**src/rtl/uart_tx_arb_pkg.sv**
```systemverilog
// uart_tx_arb_pkg: shared state encoding and width helper for the uart_tx arbiter
package uart_tx_arb_pkg;

    typedef enum logic {
        ARB_IDLE   = 1'b0,
        ARB_LOCKED = 1'b1
    } arb_state_e;

    function automatic int clog2(input int v);
        int r;
        r = 0;
        while ((1 << r) < v) r++;
        return r;
    endfunction

endpackage

```
**src/rtl/rr_pick.sv**
```systemverilog
// rr_pick: combinational round-robin picker, first set request at or after ptr
module rr_pick #(
    parameter int NREQ = 2,
    parameter int IW   = 1
) (
    input  logic [NREQ-1:0] req,
    input  logic [IW-1:0]   ptr,
    output logic [NREQ-1:0] pick,
    output logic [IW-1:0]   idx,
    output logic            any
);

    int j;

    always_comb begin
        pick = '0;
        idx  = '0;
        any  = 1'b0;
        j    = 0;
        for (int i = 0; i < NREQ; i++) begin
            j = int'(ptr) + i;
            j = j >= NREQ ? j - NREQ : j;
            if (!any && req[j]) begin
                any     = 1'b1;
                pick[j] = 1'b1;
                idx     = IW'(j);
            end
        end
    end

endmodule

```
**src/rtl/uart_tx_arb.sv**
```systemverilog
// uart_tx_arb: line-atomic round-robin arbiter sharing one uart_tx among NREQ producers
module uart_tx_arb
    import uart_tx_arb_pkg::*;
#(
    parameter int NREQ    = 2,
    parameter int TIMEOUT = 1024
) (
    input  logic              clk_i,
    input  logic              rst_i,
    input  logic [NREQ-1:0]   push_i,
    input  logic [8*NREQ-1:0] data_i,
    input  logic [NREQ-1:0]   last_i,
    output logic [NREQ-1:0]   full_o,
    output logic              push_o,
    output logic [7:0]        data_o,
    input  logic              full_i,
    output logic [NREQ-1:0]   gnt_o,
    output logic              timeout_o
);

    localparam int IW = NREQ > 1 ? clog2(NREQ) : 1;
    localparam int CW = TIMEOUT > 0 ? clog2(TIMEOUT + 1) : 1;
    localparam logic [CW-1:0] TMAX = CW'(TIMEOUT);

    arb_state_e      state_q, state_d;
    logic [IW-1:0]   ptr_q, ptr_d, sel_q, sel_d, pick_idx;
    logic [NREQ-1:0] gnt_q, gnt_d, pick;
    logic [CW-1:0]   cnt_q, cnt_d;
    logic            pick_any, locked, push_sel, last_sel, accept, expire, release_w;
    logic [7:0]      data_sel;

    rr_pick #(.NREQ(NREQ), .IW(IW)) u_pick (
        .req  (push_i),
        .ptr  (ptr_q),
        .pick (pick),
        .idx  (pick_idx),
        .any  (pick_any)
    );

    always_comb begin
        push_sel = 1'b0;
        last_sel = 1'b0;
        data_sel = '0;
        for (int k = 0; k < NREQ; k++) begin
            if (sel_q == IW'(k)) begin
                push_sel = push_i[k];
                last_sel = last_i[k];
                data_sel = data_i[8*k +: 8];
            end
        end
        locked    = state_q == ARB_LOCKED;
        accept    = locked && push_sel && !full_i;
        // expiry is judged on the count this cycle would reach, so an accept here always wins
        expire    = locked && TIMEOUT != 0 && !push_sel && (cnt_q + 1'b1) == TMAX;
        release_w = (accept && last_sel) || expire;
        push_o    = accept;
        data_o    = locked ? data_sel : 8'h00;
        full_o    = locked ? (~gnt_q | {NREQ{full_i}}) : '1;
        gnt_o     = gnt_q;
        timeout_o = expire;
        state_d   = state_q;
        ptr_d     = ptr_q;
        sel_d     = sel_q;
        gnt_d     = gnt_q;
        cnt_d     = cnt_q;
        if (!locked) begin
            if (pick_any) begin
                state_d = ARB_LOCKED;
                sel_d   = pick_idx;
                gnt_d   = pick;
                cnt_d   = '0;
            end
        end else if (release_w) begin
            state_d = ARB_IDLE;
            gnt_d   = '0;
            cnt_d   = '0;
            ptr_d   = sel_q == IW'(NREQ - 1) ? '0 : sel_q + 1'b1;
        end else if (accept) begin
            cnt_d = '0;
        end else if (!push_sel && cnt_q != TMAX) begin
            cnt_d = cnt_q + 1'b1;
        end
    end

    always_ff @(posedge clk_i or posedge rst_i) begin
        if (rst_i) begin
            state_q <= ARB_IDLE;
            ptr_q   <= '0;
            sel_q   <= '0;
            gnt_q   <= '0;
            cnt_q   <= '0;
        end else begin
            state_q <= state_d;
            ptr_q   <= ptr_d;
            sel_q   <= sel_d;
            gnt_q   <= gnt_d;
            cnt_q   <= cnt_d;
        end
    end

endmodule

```
**config.mk**
```make
export PLATFORM = sky130hd
export DESIGN_NAME = uart_tx_arb
export DESIGN_NICKNAME = d
export VERILOG_FILES = /design/src/rtl/uart_tx_arb_pkg.sv /design/src/rtl/rr_pick.sv /design/src/rtl/uart_tx_arb.sv
export SDC_FILE = /design/constraint.sdc
export NUM_CORES = 1
export LEC_CHECK = 0
export CAP_MARGIN = 20
export CORE_UTILIZATION = 42
export DETAILED_ROUTE_END_ITERATION = 7
export PLACE_DENSITY = 0.83
export SLEW_MARGIN = 0
export SYNTH_ARGS = -nofsm -noshare
export SYNTH_HDL_FRONTEND = slang
export SYNTH_HIERARCHICAL = 1
export SYNTH_SLANG_ARGS = --single-unit
export TNS_END_PERCENT = 5
```
**constraint.sdc**
```tcl
create_clock -name clk_i -period 2.3 [get_ports clk_i]
set_input_delay 0.345 -clock clk_i [delete_from_list [all_inputs] [get_ports clk_i]]
set_output_delay 0.345 -clock clk_i [all_outputs]
set_load 0.005 [all_outputs]
```
==> reports/results.txt, run 1 <==
I/O Buffers - 36
FFs w/ async S/R, synth - 1.000
initial antenna violation count - 0
sequential area share after synthesis - 0.3190
largest net degree at the start of global routing - 19
First DRT Iteration DRCs - 55
switch share - 0.3791
die area - 3210 µm²
Via-to-Cell Ratio - 5.610
routed wire length - 3785 µm
post-synth cell types - 39
failing checks - negative setup slack
iteration count of the initial detailed-routing pass - 6
Internal Power - 0.0009222 W
total number of vias - 1,397
Reg2Reg Setup Slack - 0.13 ns
io pins - 37
Final nets - 245
Synth Flop Type - dfrtp_1
wire length on met3 - 204 µm
YS warnings - 6
#FFs+latches synth - 16
crit path time final - 2.371 ns
Synth area leaders - dfrtp_1, mux2i_1, nand2_1
first-pass GRT wire length - 6548 µm
Synth top cells by count - nand2_1, dfrtp_1, nor2b_1
H-Tree Depth - 1
GP Congestion - 0.9437
Seq. cell area - 404.1 µm²
Leak - 0.8405 nW
Top Metal Used - met4
multi-input combinational cell area - 834.6 µm²
syn_area_per_cell - 8.202 µm²
syn_nets - 179
share of cells above drive strength 1 - 0.2477
vias in the first global route - 1,500
period utilization - 1.031
Final Hold Fails - 0
Worst path top cell family by delay - compound AO/OA/AOI/OAI gates
logic gate share of total power - 0.585
Buf+Inv Stages, Crit Path - 2
power per cell area - 767.8 nW/µm²
Slowest-stage cell, CP - dfrtp_1
crit path max fanout - 5
Core Area - 2805 µm²
R2R depth - 9
DIE WIDTH - 56.66 µm
Setup violations, final - 1
die height - 56.66 µm
pins over their slew limit - 0
actual slew at the worst max-slew pin - 0.6471 ns
Worst Path Class, Setup - register to primary output
Synth area leader - dfrtp_1
Worst-path clk slew - 0.10 ns
Finished Core Util - 0.6896
Worst slew margin - 0.5681
Setup crit end kind - primary output
Max Fclk - 0.4218 GHz
Metal-1 WL - 1501 µm
Crit path largest cell delay - 0.40 ns
Syn-to-layout area delta - 54.14%
r2r endpoint - gnt_o[1]$_DFFE_PP0P_
non-filler instance count after layout - 249
Net Switching - 0.0005630 W
placed insts - 241
# clock sinks - 16
share of total power in the clock network - 0.137
max cap viols - 0
clk buf depth - 2
synthesized area - 1255 µm²
gr ovfl total - 0
DP Wirelength - 2832 µm
Sequential Power Share - 0.278
Post-Syn Instances - 153
Worst path depth - 7
CTS Root Cell - clkbuf_4
floorplan row count - 19
Post-synth EDFFs - 0
Routed WL per cell - 15.20 µm
ANT cells - 0
Min-Delay Path Class - input pin to async pin
GRT Total Usage - 0.2657
DR WL met2 - 1993 µm
final worst slack - -0.07094 ns
fillers - 214
DRC - 0
Req. time, crit path - 1.96 ns
CTS Buf Count - 3
outcome - finished with violations
CTS tree - done
Clock Skew - 0.002272 ns
reg-to-reg startpoint - cnt_q[0]$_DFFE_PP0P_
Hold Buf Count CTS - 0
RSZ-0062 raised after global routing - yes
cell breakdown of the critical path - ha_2, nand2_2, buf_4, o31a_1, o211ai_1, a2111oi_4, buf_2
post-synth top area share - 0.3190
most common cell in the synthesized netlist - nand2_1
Starting Density - 0.4474
worst endpoint data arrival time - 2.03 ns
crit path launch type - register
worst vdd ir - 510.3 µV
Routed Antenna Nets - 0
clk_lat worst skew - 0.31 ns
[power by group through the flow]
stage | clock network [W] | registers (W) | logic, W
2_1_floorplan | 0 | 0.000414 | 0.000407
3_3_place_gp | 0 | 0.000417 | 0.000769
3_5_place_dp | 0 | 0.000421 | 0.000795
4_1_cts | 0.000202 | 0.000411 | 0.000859
5_1_grt | 0.000221 | 0.000422 | 0.000939
6_report | 0.000203 | 0.000413 | 0.000869
[cells by family (layout without fill, tap and decap cells)]
logic type | Yosys count | after routing | share of synthesized area
muxes | 13 | 13 | 0.1087
AOI/OAI and AO/OA | 30 | 30 | 0.1745
adders and majority gates | 3 | 3 | 0.02991
buffers and inverters | 14 | 79 | 0.04287
xor gates and xnor gates | 3 | 3 | 0.02094
DFF | 16 | 16 | 0.3190
and+or+nand+nor | 74 | 74 | 0.3041
[placed cells by master (no fill, tap or decap), drive strengths merged, types with 4 or more instances in the layout]
| cell | netlist | layout |
|---|---|---|
| clkdlybuf4s50 | 0 | 34 |
| buf | 2 | 33 |
| nand2 | 24 | 24 |
| dfrtp | 16 | 16 |
| nor2b | 12 | 12 |
| mux2i | 11 | 11 |
| nor2 | 9 | 9 |
| o21ai | 8 | 8 |
| inv | 7 | 7 |
| nand4 | 5 | 5 |
| nand3 | 5 | 5 |
| a21oi | 4 | 4 |
| nor3 | 4 | 4 |
| clkbuf | 5 | 4 |
[repair_timing]
action | CTS | global route
pin swaps | 5 | 1
endpoints found under the setup margin | 1 | 2
setup buffers | 4 | 0
gates resized for setup | 15 | 1
[layer usage]
layer / vias up / track usage
met1: 657 / 0.2944
met3: 12 / 0.05300
met5: - / 0
met4: 0 / 0.1143
met2: 54 / 0.4864
li1: 674 / -
[registers in the layout, indices dropped and copies added (netlist names)]
signal and cells:
sel_q 1, gnt_o 2, locked 1, cnt_q 11, ptr_q 1
[through the flow]
stage	hold slack, ns	total power, W	setup TNS, ns	cell area [µm²]	worst slack [ns]
4_1_cts	0.4357	0.001472	-0.06862	1934	-0.06862
3_3_place_gp	0.5336	0.001186	-1.418	1837	-0.5848
3_5_place_dp	0.5510	0.001216	-1.869	1837	-0.6271
5_1_grt	0.4613	0.001582	-0.1967	1934	-0.1967
2_1_floorplan	0.2587	0.0008210	0	1255	0.08913
6_report	0.4113	0.001485	-0.07094	1934	-0.07094
[worst max-delay path by stage]
stage / from / end / slack (ns)
after global routing: cnt_q[0]$_DFFE_PP0P_ / timeout_o / -0.20
after CTS: cnt_q[0]$_DFFE_PP0P_ / timeout_o / -0.07
final: cnt_q[0]$_DFFE_PP0P_ / timeout_o / -0.07
after global placement: push_i[1] / timeout_o / -0.58
after detailed placement: push_i[1] / timeout_o / -0.63
after floorplan: cnt_q[0]$_DFFE_PP0P_ / ptr_q$_DFFE_PP0P_ / 0.09
[area by class of cell]
type	count	share of cell area
clock buffer	4	0.01876
inverter	7	0.01358
multi-input combinational	123	0.4314
sequential	16	0.2089
tap	31	0.02005
timing repair buffer	68	0.3072
Note: power is estimated with default switching activity, not from simulation.
==> run 2, diff against run 1 <==
--- a/config.mk
+++ b/config.mk
@@ -6,9 +6,10 @@
 export NUM_CORES = 1
 export LEC_CHECK = 0
 export CAP_MARGIN = 20
-export CORE_UTILIZATION = 42
+export CORE_UTILIZATION = 50
 export DETAILED_ROUTE_END_ITERATION = 7
-export PLACE_DENSITY = 0.83
+export DONT_BUFFER_PORTS = 1
+export PLACE_DENSITY = 0.76
 export SLEW_MARGIN = 0
 export SYNTH_ARGS = -nofsm -noshare
 export SYNTH_HDL_FRONTEND = slang
==> reports/results.txt, run 2 (same netlist as run 1, synthesis figures left out) <==
period utilization - 1.060 (+0.02961)
RSZ-0062 raised after global routing - yes
total number of vias - 1,174 (-16%)
iteration count of the initial detailed-routing pass - 4 (-2)
first-pass GRT wire length - 4602 µm (-30%)
crit path time final - 2.439 ns (+0.06811 ns)
placed insts - 187 (-22%)
ANT cells - 0 (unchanged)
Setup crit end kind - primary output
crit path max fanout - 5 (unchanged)
clk buf depth - 2 (unchanged)
max reg flops - 11 (unchanged)
Via-to-Cell Ratio - 5.990 (+6.8%)
Final Hold Fails - 0 (unchanged)
Hold Buf Count CTS - 0 (unchanged)
CTS Root Cell - clkbuf_4
DIE WIDTH - 52.10 µm (-8.0%)
Final nets - 196 (-20%)
share of cells above drive strength 1 - 0.2143 (-0.03342)
max cap viols - 0 (unchanged)
worst endpoint data arrival time - 2.09 ns (+0.06 ns)
Routed Antenna Nets - 0 (unchanged)
Starting Density - 0.5463 (+0.09893)
Worst slew margin - 0.5742 (+0.006077)
worst slack, placed - 0.06636 ns (+0.6935 ns)
floorplan row count - 17 (-2)
crit path launch type - register
Leak - 0.6360 nW (-24%)
power per cell area - 863.6 nW/µm² (+12%)
Sequential Power Share - 0.330 (+0.052)
pins over their slew limit - 0 (unchanged)
Internal Power - 0.0007543 W (-18%)
hold_ws - 0.00001160 ns (-0.4113 ns)
gr ovfl total - 0 (unchanged)
DRC - 0 (unchanged)
non-filler instance count after layout - 196 (-21%)
busiest grt layer - met2
Worst-path clk slew - 0.10 ns (about the same)
grt met2 use - 0.4038 (-0.08255)
Top reg by flops - cnt_q
vias in the first global route - 1,024 (-32%)
Worst Path Class, Setup - register to primary output
Net Switching - 0.0005261 W (-6.6%)
outcome - finished with violations
GRT Total Usage - 0.2383 (-0.02742)
First DRT Iteration DRCs - 49 (-11%)
initial antenna violation count - 0 (unchanged)
Core Area - 2297 µm² (-18%)
# clock sinks - 16 (unchanged)
most common cell after layout, fill and taps aside - nand2_1
most frequent cells in the layout - nand2_1, buf_4, dfrtp_1
CTS tree - done
share of total power in the clock network - 0.125 (-0.012)
Clock Skew - 0.001899 ns (-0.0003731 ns)
H-Tree Depth - 1 (unchanged)
grt met3 use - 0.04094 (-0.01206)
die area - 2714 µm² (-15%)
Routed WL per cell - 16.13 µm (+6.1%)
DP Wirelength - 2225 µm (-21%)
Max Fclk - 0.4100 GHz (-2.8%)
Setup violations, final - 1 (unchanged)
Syn-to-layout area delta - 18.15%
GP Congestion - 0.8536 (-9.5%)
Min-Delay Path Class - input pin to async pin
I/O Buffers - 0 (-100%)
clk_lat worst skew - 0.30 ns (about the same)
CTS Buf Count - 3 (unchanged)
switch share - 0.4109 (+0.03178)
failing checks - negative setup slack
actual slew at the worst max-slew pin - 0.6380 ns (-0.009105 ns)
GR Util met1 - 0.2909 (-0.003463)
routed wire length - 3161 µm (-16%)
logic gate share of total power - 0.545 (-0.040)
largest net degree at the start of global routing - 19 (unchanged)
die height - 52.10 µm (-8.0%)
worst vdd ir - 644.7 µV (+26%)
Req. time, crit path - 1.96 ns (about the same)
final worst slack - -0.1390 ns (-0.06811 ns)
io pins - 37 (unchanged)
run 2: cell count changes in the layout (fill, tap and decap cells not counted), moves of 2 or more:
cell	previous run	this run
buf_4	32	16
dfrtp_1	13	15
clkdlybuf4s50_1	34	0
buf_6	0	3
dfrtp_2	3	1
run 2: area by class of cell:
type | count | area (µm²)
repair buffers | 19 | 153.9
well taps | 28 | 35.03
clock buffers | 3 | 22.52
fillers | 188 | 814.5
multi-input cells | 123 | 843.3
flip-flops and latches | 16 | 401.6
inverters | 7 | 26.28
run 2: metal layers:
layer  routed length [µm]  vias up
met5                    0        -
met4                   74        0
met3                  158        7
met2                 1558       39
met1                 1370      549
li1                     -      579
run 2: stage by stage:
| stage | util | power [W] | setup TNS [ns] | cell area [µm²] |
|---|---|---|---|---|
| final | 0.6454 | 0.001280 | -0.1390 | 1483 |
| after floorplan | - | 0.0008210 | 0 | 1255 |
| after global routing | 0.6454 | 0.001353 | -0.2492 | 1483 |
| after CTS | 0.6242 | 0.001215 | -0.09280 | 1434 |
| after global placement | 0.5920 | 0.0009782 | 0 | 1360 |
| after detailed placement | 0.5920 | 0.0009983 | 0 | 1360 |
run 2: path summary, 6_finish.rpt:
check / cells after the start / to / slack, ns / from
worst max register to register: 9 / cnt_q[5]$_DFFE_PP0P_ / 0.06 / cnt_q[0]$_DFFE_PP0P_
worst min register to register: 2 / ptr_q$_DFFE_PP0P_ / 0.54 / ptr_q$_DFFE_PP0P_
max in group asynchronous: 1 / cnt_q[2]$_DFFE_PP0P_ / 1.85 / rst_i
worst min-delay path: 1 / cnt_q[9]$_DFFE_PP0P_ / 0.00001 / rst_i
min in group clk_i: 3 / locked$_DFF_PP0_ / 0.36 / push_i[0]
worst max-delay path: 5 / timeout_o / -0.14 / cnt_q[1]$_DFFE_PP0P_
run 2: worst max-delay path: stages (launching register included):
cell,delay (ns)
dfrtp_1,0.41
ha_4,0.19
nand3_1,0.12
xnor2_1,0.16
or4_4,0.43
a2111oi_4,0.47
run 2: power by group through the flow:
stage | registers (W) | logic [W] | clock network [W]
after floorplan | 0.000414 | 0.000407 | 0
after global placement | 0.000407 | 0.000571 | 0
after detailed placement | 0.000409 | 0.000589 | 0
after CTS | 0.000418 | 0.000636 | 0.000161
after global routing | 0.000426 | 0.000761 | 0.000166
final | 0.000423 | 0.000698 | 0.000160
run 2: timing repair:
item	4_1_cts	5_1_grt
setup buffers	3	3
cloned	0	0
pin swaps	3	3
endpoints found under the setup margin	1	2
gates resized for setup	6	5
